===== src/rtl/sw_input_conditioner_if.sv =====
// sw_input_conditioner_if: debounced switch word plus its change/valid/ack/overrun handshake.
`timescale 1ns/1ps
interface sw_input_conditioner_if #(
   parameter int WIDTH = 10
) ();
   logic [WIDTH-1:0] SW_o;
   logic             sw_change_o;
   logic             sw_valid_o;
   logic             sw_ack_i;
   logic             sw_overrun_o;
   modport master (
      output SW_o, sw_change_o, sw_valid_o, sw_overrun_o,
      input  sw_ack_i
   );
   modport slave (
      input  SW_o, sw_change_o, sw_valid_o, sw_overrun_o,
      output sw_ack_i
   );
endinterface


===== src/rtl/sw_input_conditioner.sv =====
// sw_input_conditioner: synchronises and debounces slide switches, committing whole words
// with a change pulse and a valid/ack handshake that flags overruns.
`timescale 1ns/1ps
module sw_input_conditioner #(
   parameter int WIDTH           = 10,
   parameter int DEBOUNCE_CYCLES = 16
) (
   input  logic                  clk_i,
   input  logic                  reset,
   input  logic [WIDTH-1:0]      SW_raw_i,
   sw_input_conditioner_if.master sw_if
);
   localparam int CNT_W = $clog2(DEBOUNCE_CYCLES);
   localparam logic [CNT_W-1:0] CNT_MAX = CNT_W'(DEBOUNCE_CYCLES - 1);
   typedef enum logic {STABLE, SETTLE} state_t;
   state_t           r_state;
   logic [WIDTH-1:0] r_s1, r_s2, r_cand, r_sw;
   logic [CNT_W-1:0] r_cnt;
   logic             r_change, r_valid, r_overrun;
   logic             w_commit;
   // Commit only when the candidate has held for the full window and still differs from SW_o
   assign w_commit = (r_state == SETTLE) && (r_s2 != r_sw) && (r_s2 == r_cand) && (r_cnt == CNT_MAX);
   always_ff @(posedge clk_i or negedge reset) begin
      if (!reset) begin
         r_s1      <= '0;
         r_s2      <= '0;
         r_cand    <= '0;
         r_sw      <= '0;
         r_cnt     <= '0;
         r_change  <= 1'b0;
         r_valid   <= 1'b0;
         r_overrun <= 1'b0;
         r_state   <= STABLE;
      end else begin
         r_s1     <= SW_raw_i;
         r_s2     <= r_s1;
         r_change <= w_commit;
         case (r_state)
            STABLE: if (r_s2 != r_sw) begin
               r_cand  <= r_s2;
               r_cnt   <= '0;
               r_state <= SETTLE;
            end
            SETTLE: if (r_s2 == r_sw) begin
               r_cnt   <= '0;
               r_state <= STABLE;
            end else if (r_s2 != r_cand) begin
               r_cand <= r_s2;
               r_cnt  <= '0;
            end else if (w_commit) begin
               r_sw    <= r_cand;
               r_state <= STABLE;
            end else begin
               r_cnt <= r_cnt + 1'b1;
            end
         endcase
         r_valid <= w_commit | (r_valid & ~sw_if.sw_ack_i);
         // A same-edge ack is consumed by the new word, so it neither clears nor raises overrun
         if (w_commit && r_valid && !sw_if.sw_ack_i) r_overrun <= 1'b1;
         else if (sw_if.sw_ack_i && !w_commit) r_overrun <= 1'b0;
      end
   end
   assign sw_if.SW_o         = r_sw;
   assign sw_if.sw_change_o  = r_change;
   assign sw_if.sw_valid_o   = r_valid;
   assign sw_if.sw_overrun_o = r_overrun;
endmodule

===== src/flat_wrapper.sv =====
// flat-port wrapper written by rule: the top's interface ports become plain ports
module sw_input_conditioner_flat 
#(
   parameter int WIDTH           = 10,
   parameter int DEBOUNCE_CYCLES = 16
)
  (clk_i, reset, SW_raw_i, sw_if_SW_o, sw_if_sw_change_o, sw_if_sw_valid_o, sw_if_sw_overrun_o, sw_if_sw_ack_i);
  sw_input_conditioner_if #(.WIDTH(WIDTH)) sw_if_i ();
  input  logic clk_i;
  input  logic reset;
  input  logic [WIDTH-1:0] SW_raw_i;
  output wire logic [$bits(sw_if_i.SW_o)-1:0] sw_if_SW_o;
  output wire logic [$bits(sw_if_i.sw_change_o)-1:0] sw_if_sw_change_o;
  output wire logic [$bits(sw_if_i.sw_valid_o)-1:0] sw_if_sw_valid_o;
  output wire logic [$bits(sw_if_i.sw_overrun_o)-1:0] sw_if_sw_overrun_o;
  input wire logic [$bits(sw_if_i.sw_ack_i)-1:0] sw_if_sw_ack_i;
  assign sw_if_SW_o = sw_if_i.SW_o;
  assign sw_if_sw_change_o = sw_if_i.sw_change_o;
  assign sw_if_sw_valid_o = sw_if_i.sw_valid_o;
  assign sw_if_sw_overrun_o = sw_if_i.sw_overrun_o;
  assign sw_if_i.sw_ack_i = sw_if_sw_ack_i;
  sw_input_conditioner #(.WIDTH(WIDTH), .DEBOUNCE_CYCLES(DEBOUNCE_CYCLES)) u_core (.clk_i(clk_i), .reset(reset), .SW_raw_i(SW_raw_i), .sw_if(sw_if_i));
endmodule

===== config.mk =====
export PLATFORM = sky130hd
export DESIGN_NAME = sw_input_conditioner_flat
export DESIGN_NICKNAME = d
export VERILOG_FILES = /design/src/rtl/sw_input_conditioner_if.sv /design/src/rtl/sw_input_conditioner.sv /design/src/flat_wrapper.sv
export SDC_FILE = /design/constraint.sdc
export NUM_CORES = 1
export LEC_CHECK = 0
export BUFFER_PORTS_ARGS = -buffer_cell sky130_fd_sc_hd__buf_4
export CORE_AREA = 3 3 61 63
export DETAILED_ROUTE_END_ITERATION = 16
export DIE_AREA = 0 0 64 66
export PLACE_DENSITY = 0.77
export SETUP_SLACK_MARGIN = 0.3
export SLEW_MARGIN = 20
export SYNTH_ARGS = -nofsm -noshare
export SYNTH_HDL_FRONTEND = slang
export SYNTH_SLANG_ARGS = --single-unit

===== constraint.sdc =====
create_clock -name clk_i -period 4.7 [get_ports clk_i]
set_input_delay 0.705 -clock clk_i [delete_from_list [all_inputs] [get_ports clk_i]]
set_output_delay 0.705 -clock clk_i [all_outputs]
set_load 0.005 [all_outputs]

==> impl_metrics.py, run 1 <==
metrics = {
    "sta": {
        "finalSetupViolations": 0,
        "fmax_mhz": 370.4,
        "finalHoldViolations": 0,
        "worst_slew_pin_slew_ps": 966.1,
        "tns_ps": 0,
        "rsz0062_at_grt": "no",
        "finalCriticalPeriod_ps": 2700,
        "fin_crit_sh": 0.5745,
        "relSlewSlack": 0.3511,
        "drv_slew": 0,
        "skew_ps": 11.93,
    },
    "finish": {
        "area_delta_synth_final_pct": 15.52,
        "final_core_util": 0.6636,
        "n_antenna_cell": 0,
        "layout-drive-gt1-share": 0.2949,
        "layout.nets": 170,
        "fill_cells": 261,
    },
    "synth": {
        "synthesis.area_um2": 1887,
        "ys_seq_area_frac": 0.6366,
        "synth_seq_cells": 48,
        "synthesis.nets": 141,
        "postSynthAreaPerCell_um2": 14.86,
        "yosys.cell_types.count": 30,
        "synthCells": 127,
        "yosys_warnings": 0,
    },
    "critical_path": {
        "cp.required_ps": 4960,
        "worstPathMaxFanout": 18,
        "startpoint_type": "flip-flop",
        "end_kind": "flip-flop",
        "cp-startpoint": "u_core.r_s2[9]",
        "cp.arrival_ps": 2960,
        "cp_slowest_cell": "nor4_4",
        "r2r_cells": 5,
        "path_cells": "xnor2_1 > nand4_1 > nor4_4 > nand2b_1 > mux2_2",
        "crit_path_end": "u_core.sw_if.SW_o[9]",
        "cpPeakStageDelay_ps": 830,
        "worstReg2RegEnd": "u_core.sw_if.SW_o[9]",
        "r2r-start": "u_core.r_s2[9]",
        "r2r_setup_slack_ps": 2000,
        "critPathKind": "reg2reg",
    },
    "power_and_ir_drop": {
        "p_int_w": 0.0005308,
        "p_leak_nw": 1.017,
        "comb_power_share": 0.054,
        "pwr-share-seq": 0.647,
        "swShare": 0.2122,
        "switching_power_w": 0.0001429,
        "p_per_area_nw_per_um2": 309.1,
        "peakVddDrop_mv": 0.2176,
        "power.share.clock": 0.299,
    },
    "clock_network": {
        "cts-buffers-inserted": 5,
        "tritoncts": "yes",
        "cts_buffer_depth": 2,
        "cts.sinks": 48,
        "path_clk_slew_ps": 120,
        "hold_buffers": 0,
        "h-tree-depth": 2,
        "cts_root_buffer": "clkbuf_4",
        "clkLatencyLatePin_ps": 360,
        "postCtsResizedCells": 0,
        "post-cts-setup-buffer-count": 0,
    },
    "global_routing": {
        "gr-total-overflow": 0,
        "grt_pass1_vias": 1136,
        "grt_antenna_before_repair": 0,
        "grt_pass1_wl_um": 5092,
        "grt_start_max_net_pins": 49,
        "grt_usage": 0.1641,
    },
    "floorplan": {
        "die-area_um2": 4224,
        "die_x_um": 64,
        "rows": 21,
        "core_area_um2": 3284,
        "start_util": 0.5745,
        "die_height_um": 66,
        "ioPinCount": 26,
    },
    "run": {
        "drv_cap": 0,
    },
    "placed_design": {
        "port_buffers": 25,
        "place.detailed.hpwl_um": 2127,
        "place_congestion": 0.7720,
    },
    "routing": {
        "first_iter_violations": 39,
        "wl_per_cell_um": 14.57,
        "ant_nets": 0,
        "vias": 1044,
        "vias_per_cell": 5.168,
        "drtPass1Iterations": 4,
        "drc": 0,
        "detail_route.wirelength_um": 2943,
    },
    "min_path": {
        "hp-class": "in2async",
    },
    "status": {
        "status": "finished, final reports clean",
    },
}
-- per-stage QoR --
step	power [W]	area [um2]	cells	setup WS (ps)	hold WS, ps
CTS	0.0006855	2180	202	1964	334.3
global placement	0.0004796	2115	195	2109	332.5
floorplan	0.0004605	1887	127	2841	331.2
finish	0.0006737	2180	202	2000	319.2
global route	0.0007073	2180	202	1822	342.6
detailed placement	0.0004815	2115	195	1995	334.7
-- sequential cells by signal, indices dropped and copies added, names as in the netlist --
register,cells
u_core.r_cand,10
u_core.r_cnt,4
u_core.r_s1,10
u_core.r_s2,10
u_core.r_state,1
u_core.sw_if.SW_o,10
u_core.sw_if.sw_change_o,1
u_core.sw_if.sw_overrun_o,1
u_core.sw_if.sw_valid_o,1
-- kinds of logic after synthesis --
| kind of cell | count (synthesis) | share of synthesized area |
|---|---|---|
| adders and majority gates | 1 | 0.006630 |
| buffers and inverters | 6 | 0.01525 |
| DFF | 48 | 0.6366 |
| xor gates and xnor gates | 20 | 0.09284 |
| AOI/OAI and AO/OA | 9 | 0.03647 |
| muxes | 21 | 0.1346 |
| and+or+nand+nor | 22 | 0.07759 |
-- power groups by stage --
stage | Sequential [W] | Combinational [W] | Clock, W
global placement | 0.000443 | 0.0000363 | 0
CTS | 0.000436 | 0.0000374 | 0.000212
detailed placement | 0.000444 | 0.0000372 | 0
floorplan | 0.000442 | 0.0000186 | 0
global route | 0.000438 | 0.0000407 | 0.000229
finish | 0.000436 | 0.0000363 | 0.000201
-- layer usage --
layer,routed length [um],vias to the layer above,part of all wire,global-route usage
li1,-,503,-,-
met1,1246,514,0.42,0.1849
met2,1493,20,0.51,0.2761
met3,131,7,0.045,0.04762
met4,71,0,0.024,0.09704
met5,0,-,0,0
-- cell usage in the layout (no fill, tap or decap), types with 2 or more instances in the layout --
cell type  Yosys  layout
nor2_1         2       2
buf_4          1      25
clkbuf_4       0       5
a211oi_1       2       2
xnor2_1       18      18
nor4_1         2       2
nand2b_1       3       3
o21ai_0        2       2
mux2_2         6       6
mux2_1         9       9
nand4_1        4       4
clkbuf_8       0       2
dfrtp_1       48      48
xor2_1         2       2
nand3_1        3       3
inv_1          3       3
nor3_1         2       2
mux2_4         5       5
-- worst min-delay path by stage --
stage	slack, ps	to
after detailed placement	330	u_core.r_s2[1]
after CTS	330	u_core.r_cnt[2]
after global routing	340	u_core.r_cnt[2]
final	320	u_core.sw_if.SW_o[2]
after global placement	330	u_core.r_s2[7]
after floorplan	330	u_core.r_s2[0]
-- worst max-delay path, delay by kind of cell, from the launching register on --
| family | cells | cell delay, ps |
|---|---|---|
| XOR/XNOR | 1 | 210 |
| flip-flops | 1 | 440 |
| multiplexers | 1 | 400 |
| AND/OR/NAND/NOR | 3 | 1560 |
-- synth_stat cells (all sizes together) --
master  number  area share
a21o         1      0.0040
or3          1      0.0033
inv          3      0.0060
nand3        3      0.0080
nor4         3       0.018
a311o        1      0.0053
mux2        20        0.13
nor4b        1      0.0046
nor2         2      0.0040
or4          1      0.0040
o21bai       1      0.0040
mux2i        1      0.0053
xnor2       18       0.084
buf          3      0.0093
ha           1      0.0066
xor2         2      0.0093
a31o         1      0.0046
a32o         1      0.0053
nor3         2      0.0053
nand2        1      0.0020
nand2b       3      0.0099
and2b        1      0.0053
dfrtp       48        0.64
o21ai        2      0.0053
nand4        4       0.013
a211oi       2      0.0080
-- area by class of cell --
type                       count  area, um2  share of cell area
inverter                       3      11.26            0.005166
timing repair buffer          25      187.7             0.08611
sequential                    48       1201              0.5511
tap                           46      57.56             0.02641
clock buffer                   7      65.06             0.02985
multi-input combinational     73      656.9              0.3014
Power figures use the tool's default switching activity.
==> inputs of run 2 (changes only) <==
--- a/config.mk
+++ b/config.mk
@@ -5,11 +5,12 @@
 export SDC_FILE = /design/constraint.sdc
 export NUM_CORES = 1
 export LEC_CHECK = 0
+export ABC_AREA = 1
 export BUFFER_PORTS_ARGS = -buffer_cell sky130_fd_sc_hd__buf_4
-export CORE_AREA = 3 3 61 63
+export CORE_AREA = 3 3 66 68
 export DETAILED_ROUTE_END_ITERATION = 16
-export DIE_AREA = 0 0 64 66
-export PLACE_DENSITY = 0.77
+export DIE_AREA = 0 0 69 71
+export PLACE_DENSITY = 0.74
 export SETUP_SLACK_MARGIN = 0.3
 export SLEW_MARGIN = 20
 export SYNTH_ARGS = -nofsm -noshare
==> constraint.sdc (replaced) <==
create_clock -name clk_i -period 2.62 [get_ports clk_i]
set_input_delay 0.393 -clock clk_i [delete_from_list [all_inputs] [get_ports clk_i]]
set_output_delay 0.393 -clock clk_i [all_outputs]
set_load 0.005 [all_outputs]
==> impl_metrics.py, run 2 <==
metrics = {
    "synth": {
        "yosys.cell_types.count": 28,
        "postSynthAreaPerCell_um2": 9.609,
        "yosys.area.top_type_share": 0.5630,
        "synthesis.nets": 236,
        "synthCells": 222,
        "synthesis.area_um2": 2133,
        "synth_edf_count": 0,
        "yosys_warnings": 0,
        "ys.flop_type": "dfrtp_1",
        "synth_async_sr_flop_share": 1.000,
        "synth_top_cell_by_area": "dfrtp_1",
        "synth_top_cells_by_count": "nand2_1, dfrtp_1, inv_1, nand2_2, nor2_1",
        "synth_area_leaders": "dfrtp_1, nand2_1, nand2_2",
        "synth_seq_cells": 48,
        "synth.most_common_cell": "nand2_1",
        "ys_seq_area_frac": 0.5630,
    },
    "placed_design": {
        "placed_area_um2": 2336,
        "place.detailed.hpwl_um": 2555,
        "port_buffers": 25,
        "place_congestion": 0.7567,
        "dpl.cell_count": 293,
    },
    "sta": {
        "fmax_mhz": 585.7,
        "rsz0062_at_grt": "no",
        "worst_slew_pin_slew_ps": 573.0,
        "tns_ps": 0,
        "finalSetupViolations": 0,
        "finalHoldViolations": 0,
        "relSlewSlack": 0.6180,
        "skew_ps": 5.810,
        "fin_crit_sh": 0.6517,
        "drv_slew": 0,
        "finalCriticalPeriod_ps": 1707,
    },
    "clock_network": {
        "h-tree-depth": 2,
        "clkLatencyLatePin_ps": 300,
        "postCtsResizedCells": 0,
        "cts.sinks": 48,
        "cts_root_buffer": "clkbuf_8",
        "cts_buffer_depth": 2,
        "hold_buffers": 0,
        "cts-buffers-inserted": 5,
        "post-cts-setup-buffer-count": 0,
        "path_clk_slew_ps": 80,
        "tritoncts": "yes",
    },
    "floorplan": {
        "ioPinCount": 26,
        "rows": 23,
        "start_util": 0.5451,
        "core_area_um2": 3914,
        "die-area_um2": 4899,
        "die_x_um": 69,
        "die_height_um": 71,
    },
    "routing": {
        "vias_per_cell": 4.880,
        "drc": 0,
        "vias": 1469,
        "wl_per_cell_um": 11.45,
        "drtPass1Iterations": 4,
        "detail_route.wirelength_um": 3447,
        "ant_nets": 0,
        "first_iter_violations": 81,
    },
    "power_and_ir_drop": {
        "p_leak_nw": 1.226,
        "p_per_area_nw_per_um2": 584.3,
        "peakVddDrop_mv": 0.4015,
    },
    "critical_path": {
        "cp_slowest_cell": "dfrtp_1",
        "cp-startpoint": "u_core.r_s2[6]",
        "crit_family": "simple AND/OR/NAND/NOR gates",
        "crit_top_cell": "nand2_1",
        "path_cells": "inv_1 > nand2_1 > nand2_1 > nand2_1 > nor2_4 > nand2_2 > nor2_4 > nand3_4 > inv_4 > nand2_1 > o21a_1",
        "r2r_cells": 11,
        "r2r-start": "u_core.r_s2[6]",
        "cp.required_ps": 2810,
        "worst-path-buf-inv": 2,
        "worstPathMaxFanout": 16,
        "end_kind": "flip-flop",
        "crit_cells": 11,
        "worstReg2RegEnd": "u_core.sw_if.SW_o[1]",
        "crit_path_end": "u_core.sw_if.SW_o[1]",
        "r2r_setup_slack_ps": 910,
        "critPathKind": "reg2reg",
        "startpoint_type": "flip-flop",
        "cpPeakStageDelay_ps": 410,
        "cp.arrival_ps": 1900,
    },
    "finish": {
        "final_common_cell": "nand2_1",
        "area_delta_synth_final_pct": 15.43,
        "layout-drive-gt1-share": 0.2948,
        "n_antenna_cell": 0,
        "stdcell_area_um2": 2462,
        "final_core_util": 0.6292,
        "mostFrequentLayoutCells": "nand2_1, dfrtp_1, buf_4",
        "stdcell_count": 301,
        "layout.nets": 264,
    },
    "global_routing": {
        "grt_antenna_before_repair": 0,
        "gr-total-overflow": 0,
        "grt_start_max_net_pins": 49,
        "grt_pass1_vias": 1412,
        "grt_pass1_wl_um": 6078,
        "grt_usage": 0.1574,
    },
    "min_path": {
        "hp-class": "in2async",
    },
    "run": {
        "drv_cap": 0,
    },
    "status": {
        "status": "finished, final reports clean",
    },
}
[run 2: cell count changes after synthesis, sizes merged, moves of 2 or more]
cell	before	now
nor2	2	20
inv	3	31
nand2	1	66
o21a	0	5
a21oi	0	9
a211oi	2	0
o21ai	2	14
nor4	3	0
nand3	3	8
xnor2	18	5
mux2	20	0
nand2b	3	0
[run 2: cell type report]
type	count	area, um2
Clock buffer	7	96.34
Clock inverter	1	30.03
Timing Repair Buffer	25	187.7
Fill cell	356	1451
Tap cell	50	62.56
Multi-Input combinational cell	139	765.7
Sequential cell	48	1201
Inverter	31	118.9
[run 2: cell families (layout without fill, tap and decap cells)]
kind of cell / Yosys count / count (layout) / synth area share
AND/OR/NAND/NOR: 102 / 102 / 0.2375
flip-flops: 48 / 48 / 0.5630
buffers and inverters: 35 / 64 / 0.07801
AO/OA/AOI/OAI: 29 / 29 / 0.08681
XOR/XNOR: 7 / 7 / 0.02874
adder cells (fa/ha/maj): 1 / 1 / 0.005864
[run 2: worst min-delay path by stage]
stage / from / endpoint / slack [ps]
global placement: u_core.r_s1[9] / u_core.r_s2[9] / 330
finish: reset / u_core.r_s2[7] / 90
floorplan: reset / u_core.r_cand[0] / 100
global route: reset / u_core.sw_if.SW_o[6] / 120
CTS: reset / u_core.sw_if.SW_o[6] / 100
detailed placement: u_core.r_s1[9] / u_core.r_s2[9] / 340
[run 2: metrics by stage]
stage,hold slack (ps),total power [W],setup slack (ps)
floorplan,97.41,0.0008458,1173
global placement,331.7,0.0008842,956.5
detailed placement,335.5,0.0008870,926.7
CTS,102.7,0.001462,897.2
global route,123.8,0.001500,747.7
finish,86.96,0.001439,912.6
[run 2: layer usage]
| layer | up-vias | GRT usage | part of all wire |
|---|---|---|---|
| met5 | - | 0 | 0 |
| met4 | 0 | 0.07375 | 0.023 |
| met3 | 8 | 0.04688 | 0.049 |
| met2 | 31 | 0.2595 | 0.48 |
| met1 | 685 | 0.1905 | 0.45 |
| li1 | 745 | - | - |
[run 2: report_power, final]
part / switching [W] / leakage (nW) / internal (W)
logic: 0.0000534 / 0.566 / 0.0000342
registers: 0.0000183 / 0.596 / 0.000764
clock network: 0.000232 / 0.0645 / 0.000336
total: 0.000304 / 1.23 / 0.00113
